[src/rtl/branch_resolve_unit_pkg.sv]
// Shared types and constants for the branch resolve unit: FSM encoding,
// queue entry layout and the saturating counter helper.
package branch_resolve_unit_pkg;

   localparam int          PC_W   = 32;
   localparam logic [31:0] PC_INC = 32'd4;

   typedef enum logic {
      ST_RUN   = 1'b0,
      ST_FLUSH = 1'b1
   } state_t;

   typedef struct packed {
      logic [PC_W-1:0] pc;
      logic            taken;
   } entry_t;

   localparam int ENTRY_W = $bits(entry_t);

   function automatic logic [31:0] sat_inc(input logic [31:0] value);
      return (&value) ? value : value + 32'd1;
   endfunction

endpackage

[src/rtl/branch_resolve_unit_if.sv]
// Fetch/execute facing bus of the branch resolve unit. The master side is the
// pipeline (fetch + execute), the slave side is the resolve unit.
interface branch_resolve_unit_if;
   import branch_resolve_unit_pkg::*;

   logic            pred_valid;
   logic [PC_W-1:0] pred_pc;
   logic            pred_taken;
   logic            pred_ready;
   logic            res_valid;
   logic            res_taken;
   logic [PC_W-1:0] res_target;
   logic            update_enable;
   logic [PC_W-1:0] update_pc;
   logic            actual_taken;
   logic            flush;
   logic [PC_W-1:0] redirect_pc;
   logic            res_error;

   modport master (
      output pred_valid, pred_pc, pred_taken, res_valid, res_taken, res_target,
      input  pred_ready, update_enable, update_pc, actual_taken, flush,
             redirect_pc, res_error
   );

   modport slave (
      input  pred_valid, pred_pc, pred_taken, res_valid, res_taken, res_target,
      output pred_ready, update_enable, update_pc, actual_taken, flush,
             redirect_pc, res_error
   );

endinterface

[src/rtl/branch_resolve_unit_queue.sv]
// In-order queue of predicted branches: wrapping pointers plus an explicit
// count, with a synchronous clear that wins over push and pop.
module branch_queue
   import branch_resolve_unit_pkg::*;
#(
   parameter int DEPTH_LOG2 = 2
) (
   input  logic                clk,
   input  logic                rst,
   input  logic                push,
   input  entry_t              push_data,
   input  logic                pop,
   input  logic                clear,
   output entry_t              head,
   output logic                full,
   output logic                empty,
   output logic [DEPTH_LOG2:0] count
);

   localparam int DEPTH = 1 << DEPTH_LOG2;

   entry_t                mem [DEPTH];
   logic [DEPTH_LOG2-1:0] rd_ptr;
   logic [DEPTH_LOG2-1:0] wr_ptr;
   logic                  do_push;
   logic                  do_pop;

   assign full    = (count == (DEPTH_LOG2+1)'(DEPTH));
   assign empty   = (count == '0);
   assign do_push = push && !full && !clear;
   assign do_pop  = pop && !empty && !clear;
   assign head    = mem[rd_ptr];

   // NOTE: storage is deliberately not reset; pointers and count define validity.
   always_ff @(posedge clk) begin
      if (do_push) mem[wr_ptr] <= push_data;
   end

   always_ff @(posedge clk or negedge rst) begin
      if (!rst) begin
         rd_ptr <= '0;
         wr_ptr <= '0;
         count  <= '0;
      end else if (clear) begin
         rd_ptr <= '0;
         wr_ptr <= '0;
         count  <= '0;
      end else begin
         if (do_push) wr_ptr <= wr_ptr + 1'b1;
         if (do_pop)  rd_ptr <= rd_ptr + 1'b1;
         case ({do_push, do_pop})
            2'b10:   count <= count + 1'b1;
            2'b01:   count <= count - 1'b1;
            default: count <= count;
         endcase
      end
   end

endmodule

[src/rtl/branch_resolve_unit.sv]
// Resolves the oldest predicted branch against execute's outcome, emits the
// predictor update, a one-cycle flush/redirect on mispredict, and perf counters.
module branch_resolve_unit
   import branch_resolve_unit_pkg::*;
#(
   parameter  int DEPTH_LOG2 = 2,
   localparam int DEPTH      = 1 << DEPTH_LOG2
) (
   input  logic                  clk,
   input  logic                  rst,
   branch_resolve_unit_if.slave  bus,
   output logic [DEPTH_LOG2:0]   occupancy,
   output logic [31:0]           branch_count,
   output logic [31:0]           mispredict_count
);

   state_t state;
   entry_t head;
   entry_t push_data;
   logic   full;
   logic   empty;
   logic   push_fire;
   logic   pop_fire;
   logic   empty_res;
   logic   mispredict;

   // Ready is gated by reset so fetch sees no acceptance while rst is held low.
   assign bus.pred_ready = rst && (state == ST_RUN) && !full;
   assign push_fire      = bus.pred_valid && bus.pred_ready;
   assign push_data      = '{pc: bus.pred_pc, taken: bus.pred_taken};

   assign pop_fire   = (state == ST_RUN) && bus.res_valid && !empty;
   assign empty_res  = (state == ST_RUN) && bus.res_valid && empty;
   assign mispredict = pop_fire && (head.taken != bus.res_taken);

   branch_queue #(.DEPTH_LOG2(DEPTH_LOG2)) u_queue (
      .clk       (clk),
      .rst       (rst),
      .push      (push_fire),
      .push_data (push_data),
      .pop       (pop_fire),
      .clear     (mispredict),
      .head      (head),
      .full      (full),
      .empty     (empty),
      .count     (occupancy)
   );

   always_ff @(posedge clk or negedge rst) begin
      if (!rst) begin
         state             <= ST_RUN;
         bus.update_enable <= 1'b0;
         bus.update_pc     <= '0;
         bus.actual_taken  <= 1'b0;
         bus.flush         <= 1'b0;
         bus.redirect_pc   <= '0;
         bus.res_error     <= 1'b0;
         branch_count      <= '0;
         mispredict_count  <= '0;
      end else begin
         state             <= mispredict ? ST_FLUSH : ST_RUN;
         bus.update_enable <= pop_fire;
         bus.flush         <= mispredict;
         bus.res_error     <= empty_res;
         if (pop_fire) begin
            bus.update_pc    <= head.pc;
            bus.actual_taken <= bus.res_taken;
            branch_count     <= sat_inc(branch_count);
         end
         if (mispredict) begin
            bus.redirect_pc  <= bus.res_taken ? bus.res_target : head.pc + PC_INC;
            mispredict_count <= sat_inc(mispredict_count);
         end
      end
   end

endmodule
[src/flat_wrapper.sv]
// flat-port wrapper written by rule: the top's interface ports become plain ports
module branch_resolve_unit_flat import branch_resolve_unit_pkg::*;
#(
   parameter  int DEPTH_LOG2 = 2,
   localparam int DEPTH      = 1 << DEPTH_LOG2
)
  (clk, rst, occupancy, branch_count, mispredict_count, bus_pred_valid, bus_pred_pc, bus_pred_taken, bus_res_valid, bus_res_taken, bus_res_target, bus_pred_ready, bus_update_enable, bus_update_pc, bus_actual_taken, bus_flush, bus_redirect_pc, bus_res_error);
  branch_resolve_unit_if bus_i ();
  input  logic clk;
  input  logic rst;
  output logic [DEPTH_LOG2:0] occupancy;
  output logic [31:0] branch_count;
  output logic [31:0] mispredict_count;
  input wire logic [$bits(bus_i.pred_valid)-1:0] bus_pred_valid;
  input wire logic [$bits(bus_i.pred_pc)-1:0] bus_pred_pc;
  input wire logic [$bits(bus_i.pred_taken)-1:0] bus_pred_taken;
  input wire logic [$bits(bus_i.res_valid)-1:0] bus_res_valid;
  input wire logic [$bits(bus_i.res_taken)-1:0] bus_res_taken;
  input wire logic [$bits(bus_i.res_target)-1:0] bus_res_target;
  output wire logic [$bits(bus_i.pred_ready)-1:0] bus_pred_ready;
  output wire logic [$bits(bus_i.update_enable)-1:0] bus_update_enable;
  output wire logic [$bits(bus_i.update_pc)-1:0] bus_update_pc;
  output wire logic [$bits(bus_i.actual_taken)-1:0] bus_actual_taken;
  output wire logic [$bits(bus_i.flush)-1:0] bus_flush;
  output wire logic [$bits(bus_i.redirect_pc)-1:0] bus_redirect_pc;
  output wire logic [$bits(bus_i.res_error)-1:0] bus_res_error;
  assign bus_i.pred_valid = bus_pred_valid;
  assign bus_i.pred_pc = bus_pred_pc;
  assign bus_i.pred_taken = bus_pred_taken;
  assign bus_i.res_valid = bus_res_valid;
  assign bus_i.res_taken = bus_res_taken;
  assign bus_i.res_target = bus_res_target;
  assign bus_pred_ready = bus_i.pred_ready;
  assign bus_update_enable = bus_i.update_enable;
  assign bus_update_pc = bus_i.update_pc;
  assign bus_actual_taken = bus_i.actual_taken;
  assign bus_flush = bus_i.flush;
  assign bus_redirect_pc = bus_i.redirect_pc;
  assign bus_res_error = bus_i.res_error;
  branch_resolve_unit #(.DEPTH_LOG2(DEPTH_LOG2)) u_core (.clk(clk), .rst(rst), .bus(bus_i), .occupancy(occupancy), .branch_count(branch_count), .mispredict_count(mispredict_count));
endmodule
[config.mk]
export PLATFORM = sky130hd
export DESIGN_NAME = branch_resolve_unit_flat
export DESIGN_NICKNAME = d
export VERILOG_FILES = /design/src/rtl/branch_resolve_unit_pkg.sv /design/src/rtl/branch_resolve_unit_if.sv /design/src/rtl/branch_resolve_unit_queue.sv /design/src/rtl/branch_resolve_unit.sv /design/src/flat_wrapper.sv
export SDC_FILE = /design/constraint.sdc
export NUM_CORES = 1
export LEC_CHECK = 0
export BUFFER_PORTS_ARGS = -buffer_cell sky130_fd_sc_hd__clkbuf_2
export CORE_ASPECT_RATIO = 1.2
export CORE_MARGIN = 10
export CORE_UTILIZATION = 45
export CTS_CLUSTER_DIAMETER = 60
export CTS_CLUSTER_SIZE = 40
export DETAILED_ROUTE_END_ITERATION = 8
export HOLD_SLACK_MARGIN = 0.1
export PLACE_DENSITY = 0.69
export SYNTH_ARGS = -nofsm -noshare
export SYNTH_HDL_FRONTEND = slang
export SYNTH_SLANG_ARGS = --single-unit
[constraint.sdc]
create_clock -name clk -period 3.39 [get_ports clk]
set_clock_uncertainty 0.05 [all_clocks]
set_input_delay 0.1695 -clock clk [delete_from_list [all_inputs] [get_ports clk]]
set_output_delay 0.1695 -clock clk [all_outputs]
set_load 0.01 [all_outputs]
== After elaboration in Yosys (flattened, before gate mapping) ==
Memories as Yosys holds them, arrays and structs flattened.
Index checks and enable logic that the tools add are counted.
Storage, ports and cells
  register bits after elaboration: 140
  memories kept: 1
  output and inout bits: 136
  RAM bits: 132
  logic and storage cells: 59
Operators by class
  add/sub/neg operators: 7
  equality and inequality tests: 4
  bitwise gates (word level): 3
  reduce and logical (&&, ||, !) cells: 22
  multiplexer cells: 10
Memory list
  u_core.u_queue.mem: depth 4, width 33, read ports 1, clocked after Yosys merged registers in 0, write ports 1, RTL line branch_resolve_unit_queue.sv:22  | entry_t mem [DEPTH];
Operators with widths (count)
  adder 32 x 1 -> 32 bit (second input constant): 2
  AND reduction 32 bit: 2
  adder 32 x 3 -> 32 bit (second input constant): 1
  2-to-1 mux 32 bit: 1
  logical AND 1 bit: 11
  2-to-1 mux 2 bit: 4
  one-hot mux 3 bit (2 select lines): 1
  adder 2 x 1 -> 2 bit (second input constant): 2
  AND reduction 2 bit: 2
  nonzero test 2 bit: 2
  adder 3 x 1 -> 3 bit (second input constant): 1
  equality test 3 bit (second input constant): 1
  zero test 1 bit: 3
  zero test 3 bit: 1
  2-to-1 mux 1 bit: 3
  2-to-1 mux 3 bit: 1
  inverter 1 bit: 3
  nonzero test 3 bit: 1
  subtractor 3 x 1 -> 3 bit (second input constant): 1
  equality test 2 x 1 -> 1 bit (second input constant): 1
  equality test 2 bit (second input constant): 1
  != test 1 bit: 1

== Longest topological paths before layout ==
Gate-level depths: netlist (run 1).
  word-level depth: 9
  gate-level depth with buffers: 14
  mapped depth without buffers: 13

== Modules after synthesis ==
A second synthesis (run 1) with hierarchy kept.
Unflattened totals
  cells, all modules: 917
  area total of the unflattened synthesis: 11878.9 um^2
Modules (own cells, without submodules)
  branch_resolve_unit: cells an instance 677, times used 1, area an instance 6461.2 um^2
  branch_queue: cells an instance 240, times used 1, area an instance 5417.7 um^2

== Worst setup path before layout (run 1) ==
OpenSTA, ideal clock, no wires.
  path kind: reg2reg
  from: register u_core.u_queue.rd_ptr[0]
  to: memory u_core.u_queue.mem[0][0] in the netlist's numbering, enable pin
  arrival: 2461 ps
  period minus slack after synthesis: 2904 ps
  stages on the path, launching flop included: 9
  path slack: 486 ps
  library setup time: 393 ps
  cells stage by stage: dfrtp_1 > buf_6 > mux4_2 > buf_6 > xnor2_4 > nand2_4 > inv_2 > nor2_1 > and2_1
On the way
  word-level cells in the longest chain between the ends: 7
RTL lines
  start: declaration: RTL line branch_resolve_unit_queue.sv:23  | logic [DEPTH_LOG2-1:0] rd_ptr;
  start signal: assignment: RTL line branch_resolve_unit_queue.sv:50  | if (do_pop) rd_ptr <= rd_ptr + 1'b1;
  memory read (4 x 33 bit)
  != test 1 bit: RTL line branch_resolve_unit.sv:34  | assign mispredict = pop_fire && (head.taken != bus.res_taken);
  logical AND 1 bit: RTL line branch_resolve_unit.sv:34
  zero test 1 bit: RTL line branch_resolve_unit_queue.sv:30  | assign do_push = push && !full && !clear;
  logical AND 1 bit: RTL line branch_resolve_unit_queue.sv:30
  2-to-1 mux 1 bit: RTL line branch_resolve_unit_queue.sv:36  | if (do_push) mem[wr_ptr] <= push_data;
  2-to-1 mux 1 bit (implied by the code): RTL line branch_resolve_unit_queue.sv:36
  end: declaration: RTL line branch_resolve_unit_queue.sv:22
Every way passes these cells.

== Worst setup path after layout (run 1) ==
  from: register u_core.u_queue.rd_ptr[0]
  to: register u_core.bus.redirect_pc[27] in the netlist's numbering
On the way
  word-level cells in the longest chain between the ends: 3
RTL lines
  memory read (4 x 33 bit) *
  adder 32 x 3 -> 32 bit or != test 1 bit (tied branches): RTL line branch_resolve_unit.sv:71, branch_resolve_unit.sv:34
  2-to-1 mux 32 bit or logical AND 1 bit (tied branches): RTL line branch_resolve_unit.sv:71, branch_resolve_unit.sv:34
  end signal: assignment: RTL line branch_resolve_unit.sv:71  | bus.redirect_pc <= bus.res_taken ? bus.res_target : head.pc + PC_INC;
  end: declaration: RTL line branch_resolve_unit_if.sv:29  | redirect_pc, res_error
Every way passes the cells marked *; elsewhere a longest branch is shown, timed or not.
A chain may end at the register's enable or synchronous reset.

==> impl_metrics.yaml, run 1 <==
run_status:
  status: "finished clean"
final_layout:
  finish.instance_area_um2: 14340
  fillCellCount: 2138
  multi_input_area_um2: 3872
  stdcell_count: 1504
  drive_gt1_share_pct: 26.05
  fin_nets: 1238
  seq_area_um2: 7443
  final_cell_mix: "clkbuf_2 (204), nand2_1 (144), dfrtp_1 (138)"
  areaGrowthSynthToFinish_pct: 24.28
  mostFrequentLayoutCell: "clkbuf_2"
synthesis:
  synth_fa_ha_area_share_pct: 1.041
  synth_xor_area_share_pct: 7.299
  syn-num-nets: 961
  ys_warn_count: 0
  async_reset_ff_share_pct: 51.29
  synth.avg_cell_area_um2: 13.08
  synth_top_family_by_area: "simple AND/OR/NAND/NOR gates"
  synth_compound_area_share_pct: 3.807
  synthDistinctLibCells: 49
  synthMuxAreaShare_pct: 7.082
  ys_ff_latch: 271
  synth-main-ff-cell: "dfrtp_1"
  yosysSeqAreaShare_pct: 64.51
  synth-edff-count: 132
  synth.cell_area_um2: 11540
  synth_cells: 882
  synth_simple_gate_area_share_pct: 14.34
die:
  initial_core_util_pct: 45.45
  dieArea_um2: 32470
  io_pins: 206
  core-area_um2: 25380
  die_x_um: 166.2
  die_h_um: 195.4
  std_cell_rows: 64
worst_setup_path:
  crit_fanout: 27
  worstSetupStartpointType: "flip-flop"
  startpoint: "u_core.u_queue.rd_ptr[0]"
  cp-end-kind: "flip-flop"
  r2r-start: "u_core.u_queue.rd_ptr[0]"
  reg2reg_setup_slack_ps: 520
  required_ps: 3760
  crit_arrival_ps: 3240
  reg2reg_to: "u_core.bus.redirect_pc[27]"
  crit_type: "flip-flop to flip-flop"
  reg2reg_depth: 7
  endpoint: "u_core.bus.redirect_pc[27]"
grt:
  grt_util_all_layers_pct: 18.00
  first_global_vias: 8326
  grt_overflow: 0
  grt_pass1_wl_um: 47220
  grt_max_degree: 78
  antenna_found_initial: 2
placed_design:
  pre_cts_slack_ps: 536.8
  placed_area_um2: 12990
  port_buffers: 205
  placed_cells: 1402
  dpl.hpwl_um: 21390
  place_congestion: 0.8082
routing:
  finalWirelength_um: 29950
  topRoutingLayerUsed: "met4"
  vias: 7967
  wl_met2_um: 15130
  antenna_left: 0
  met1_length_um: 12420
  drc: 0
  wl_per_cell_um: 19.91
  wl_met3_um: 1945
  vias_per_cell: 5.297
  drt_iter0_drc: 615
  first_pass_iters: 5
timing:
  max_slew_margin_pct: 23.77
  finalSetupTns_ps: 0
  fin_crit_ps: 2874
  max_freq_mhz: 347.9
  hold_viol: 0
  period_share_pct: 84.79
  rsz0062_at_grt: "no"
  slew_viol_final: 0
  worstMarginPinSlew_ps: 1135
  setup_ws_ps: 515.7
  final-setup-viol-count: 0
clock_network:
  cts-buffers-inserted: 19
  cts_num_sinks: 271
  max-clock-path-buffers: 3
  cts_root_buf: "clkbuf_16"
  clock_latency_ps: 520
  cts_tree: "built"
  htreeDepth: 1
  clk_pin_slew_ps: 90
  post_cts_buffers: 0
power_and_ir_drop:
  peakVddDrop_v: 0.0003924
  power_uw: 10550
  p_leak_uw: 0.006092
  p_per_area_nw_per_um2: 735.7
job:
  cap_violations: 0
worst_hold_path:
  hold_start: "bus_res_target[14]"
  hold_path.class: "input port to flip-flop"
==> report_power, final <==
| part | switching (uW) | internal (uW) | total [uW] |
|---|---|---|---|
| Combinational | 2110 | 1430 | 3540 |
| Clock | 1300 | 1140 | 2450 |
| Sequential | 435 | 4130 | 4560 |
| Total | 3840 | 6710 | 10500 |
==> registers in the layout, summed over array words and instances, names as in the netlist <==
register and flops:
u_core.branch_count 32, u_core.bus.res_error 1, u_core.u_queue.rd_ptr 2, u_core.u_queue.wr_ptr 2, u_core.bus.flush 1, u_core.mispredict_count 32, u_core.bus.update_enable 1, u_core.u_queue.mem 132
u_core.bus.actual_taken 1, u_core.bus.update_pc 32, u_core.u_queue.count 3, u_core.bus.redirect_pc 32
==> metrics by stage <==
step / hold WS (ps) / utilization (%)
after floorplan: -176.1 / -
after global placement: 337.5 / 51.18
after detailed placement: 339.8 / 51.18
after CTS: 100.7 / 56.45
after global routing: 155.0 / 56.47
final: 98.95 / 56.48
==> worst min path at each step <==
stage,cells after the start,end,slack (ps)
2_1_floorplan,0,u_core.branch_count[0],-180
3_3_place_gp,1,u_core.u_queue.mem[3][26],340
3_5_place_dp,1,u_core.u_queue.mem[3][24],340
4_1_cts,4,u_core.bus.redirect_pc[14],100
5_1_grt,4,u_core.bus.redirect_pc[14],150
6_report,4,u_core.bus.redirect_pc[14],100
==> cell usage after synthesis, drive strengths merged, types with 3 or more instances <==
cell | instances | area (um2)
nand2 | 145 | 551.8
dfrtp | 139 | 3478
edfxtp | 132 | 3964
nor2 | 56 | 210.2
xnor2 | 47 | 430.4
xor2 | 47 | 411.6
nand3 | 34 | 170.2
mux4 | 33 | 743.2
a21oi | 26 | 130.1
nand4 | 26 | 162.7
clkbuf | 24 | 90.09
o21ai | 21 | 105.1
and3 | 18 | 112.6
nor3 | 16 | 95.09
o22ai | 14 | 87.58
and2 | 13 | 81.33
inv | 13 | 48.79
buf | 12 | 82.58
and4 | 10 | 87.58
ha | 8 | 100.1
nor4 | 6 | 37.54
a31oi | 5 | 37.53
mux2i | 4 | 40.04
nand2b | 4 | 25.02
or3 | 4 | 25.02
mux2 | 3 | 33.78
nor2b | 3 | 18.77
==> final cells by class <==
cell class | instances | share of cell area, %
well taps | 330 | 2.880
clock buffers | 19 | 3.316
multi-input cells | 562 | 27.01
inverters | 13 | 0.3403
diodes | 3 | 0.05236
repair buffers | 292 | 13.08
flip-flops and latches | 271 | 51.92
clock inverters | 14 | 1.405
==> cells by family (layout without fill, tap and decap cells) <==
| kind of cell | Yosys count | in the layout |
|---|---|---|
| simple gates | 344 | 344 |
| flops | 271 | 271 |
| xor+xnor | 94 | 94 |
| compound gates | 75 | 75 |
| buf+inv | 49 | 338 |
| mux | 40 | 40 |
| fa+ha+maj | 9 | 9 |
| other cells | 0 | 3 |
==> what timing repair did <==
action,4_1_cts,5_1_grt
hold buffers,66,0
gates resized for setup,0,0
endpoints found under the hold margin,227,0
==> routing by layer <==
layer / vias up / track usage [%]
li1: 3720 / -
met1: 4004 / 22.55
met2: 208 / 31.32
met3: 35 / 3.837
met4: 0 / 4.008
met5: - / 0
==> worst max-delay path, stage by stage (launching register included) <==
cell	delay (ps)
dfrtp_2	450
buf_12	190
mux4_2	420
nand4_1	150
nor3_1	930
nand4_1	210
xor2_1	200
o221ai_1	170
No activity file was read; power rests on OpenSTA's default activity.
==> inputs of run 2 (changes only) <==
PLACE_DENSITY = 0.71   (was 0.69)
clock period = 2.4 ns   (was 3.39 ns; I/O delays follow)
==> impl_metrics.yaml, run 2 (synthesized netlist as in run 1, its figures left out) <==
timing:
  worstMarginPinSlew_ps: 870.8
  hold_viol: 0
  fin_crit_ps: 2503
  final-setup-viol-count: 9
  rsz0062_at_grt: "yes"
  setup_ws_ps: -102.7
  finalSetupTns_ps: -473.3
  max_slew_margin_pct: 41.94
  period_share_pct: 104.3
  slew_viol_final: 0
  max_freq_mhz: 399.6
placed_design:
  port_buffers: 205
  placed_cells: 1473
  place_congestion: 0.8385
  pre_cts_slack_ps: -403.4
  dpl.hpwl_um: 22910
run_status:
  status: "finished, violations left"
  violations: "setup timing"
final_layout:
  stdcell_count: 1595
  postLayoutCoreUtil_pct: 60.38
  max_flop_register: "u_core.u_queue.mem"
  mostFrequentLayoutCell: "clkbuf_2"
  areaGrowthSynthToFinish_pct: 32.86
  largest_reg_flops: 132
  final_cell_mix: "clkbuf_2 (204), nand2_1 (144), dfrtp_1 (138)"
  drive_gt1_share_pct: 33.17
  fin_nets: 1331
clock_network:
  cts_root_buf: "clkbuf_16"
  htreeDepth: 1
  clock_latency_ps: 530
  max-clock-path-buffers: 3
  cts_tree: "built"
  cts_num_sinks: 271
  cts-buffers-inserted: 17
  clk_pin_slew_ps: 100
worst_setup_path:
  r2r-start: "u_core.u_queue.rd_ptr[0]"
  reg2reg_to: "u_core.mispredict_count[31]"
  reg2reg_setup_slack_ps: -100
  cp-end-kind: "flip-flop"
  required_ps: 2790
  crit_arrival_ps: 2900
  worstSetupStartpointType: "flip-flop"
  crit_type: "flip-flop to flip-flop"
  reg2reg_depth: 8
  crit_fanout: 4
  startpoint: "u_core.u_queue.rd_ptr[0]"
routing:
  vias_per_cell: 5.263
  antenna_left: 0
  drc: 0
  first_pass_iters: 5
  wl_per_cell_um: 19.66
  vias: 8395
  finalWirelength_um: 31360
  drt_iter0_drc: 515
worst_hold_path:
  hold_start: "bus_res_target[12]"
  hold_path.class: "input port to flip-flop"
  hold_path_depth: 5
  whs_endpoint: "u_core.bus.redirect_pc[12]"
grt:
  grt_overflow: 0
  grt_pass1_wl_um: 50110
  first_global_vias: 8742
  grt_util_all_layers_pct: 19.01
  grt_max_degree: 66
  antenna_found_initial: 2
die:
  die_x_um: 166.2
  core-area_um2: 25380
  dieArea_um2: 32470
  initial_core_util_pct: 45.45
  die_h_um: 195.4
  io_pins: 206
  std_cell_rows: 64
job:
  cap_violations: 0
power_and_ir_drop:
  peakVddDrop_v: 0.0008313
  p_leak_uw: 0.006638
  p_per_area_nw_per_um2: 1046
[run 2: cell count changes in the layout (fill, tap and decap cells not counted), moves of 3 or more]
cell and change:
and2_1 -4, nor3_4 +5, nor2_1 -6, inv_8 +3
nor2_4 +4, buf_12 +8, buf_6 +7, clkinv_4 -3
buf_4 +78, nor3_1 -4
[run 2: how the worst max path moves through the flow]
| stage | endpoint | slack [ps] | depth (start not counted) |
|---|---|---|---|
| after floorplan | u_core.u_queue.count[2] | -260 | 14 |
| after global placement | u_core.bus.redirect_pc[27] | -390 | 8 |
| after detailed placement | u_core.bus.redirect_pc[27] | -400 | 8 |
| after CTS | u_core.u_queue.count[2] | -110 | 12 |
| after global routing | u_core.u_queue.count[2] | -190 | 12 |
| final | u_core.mispredict_count[31] | -100 | 8 |
[run 2: metrics by stage]
stage / total power [uW] / area (um2) / hold WS, ps
final: 16030 / 15330 / 119.1
after floorplan: 9528 / 11560 / -225.6
after detailed placement: 12290 / 13630 / 164.8
after CTS: 16000 / 15140 / 107.0
after global routing: 16950 / 15330 / 133.4
after global placement: 12140 / 13630 / 156.4
[run 2: area by class of cell]
cell class              instances  area [um2]
multi-input cells             562        4035
clock inverters                12       221.5
clock buffers                  18       429.2
fillers                      1965       10060
flip-flops and latches        271        7443
inverters                      13       55.05
repair buffers                387        2725
diodes                          2       5.005
well taps                     330       412.9
[run 2: metal layers]
metal	vias up	part of all wire (%)	GRT usage, %
li1	3895	-	-
met1	4185	42	24.70
met2	255	50	31.95
met3	60	5.0	3.154
met4	0	2.8	5.979
met5	-	0	0
[run 2: critical path, cell delays in order, from the launching register on]
cell and delay, ps:
dfrtp_2 380, mux4_2 570, xnor2_4 190, nand2_4 80, buf_6 120, buf_6 120, or4b_4 600, nor3_4 150
xor2_1 150
[run 2: power by group]
| part | switching [uW] | total, uW | internal, uW |
|---|---|---|---|
| Clock | 1820 | 3500 | 1680 |
| Sequential | 620 | 6450 | 5830 |
| Combinational | 3260 | 6080 | 2830 |
| Total | 5700 | 16000 | 10300 |
[run 2: repair_timing]
action,4_1_cts,5_1_grt
setup endpoints to repair,31,88
endpoints found under the hold margin,194,0
hold buffers,67,0
pin swaps,7,11
resized for setup,19,22
setup buffers,11,13
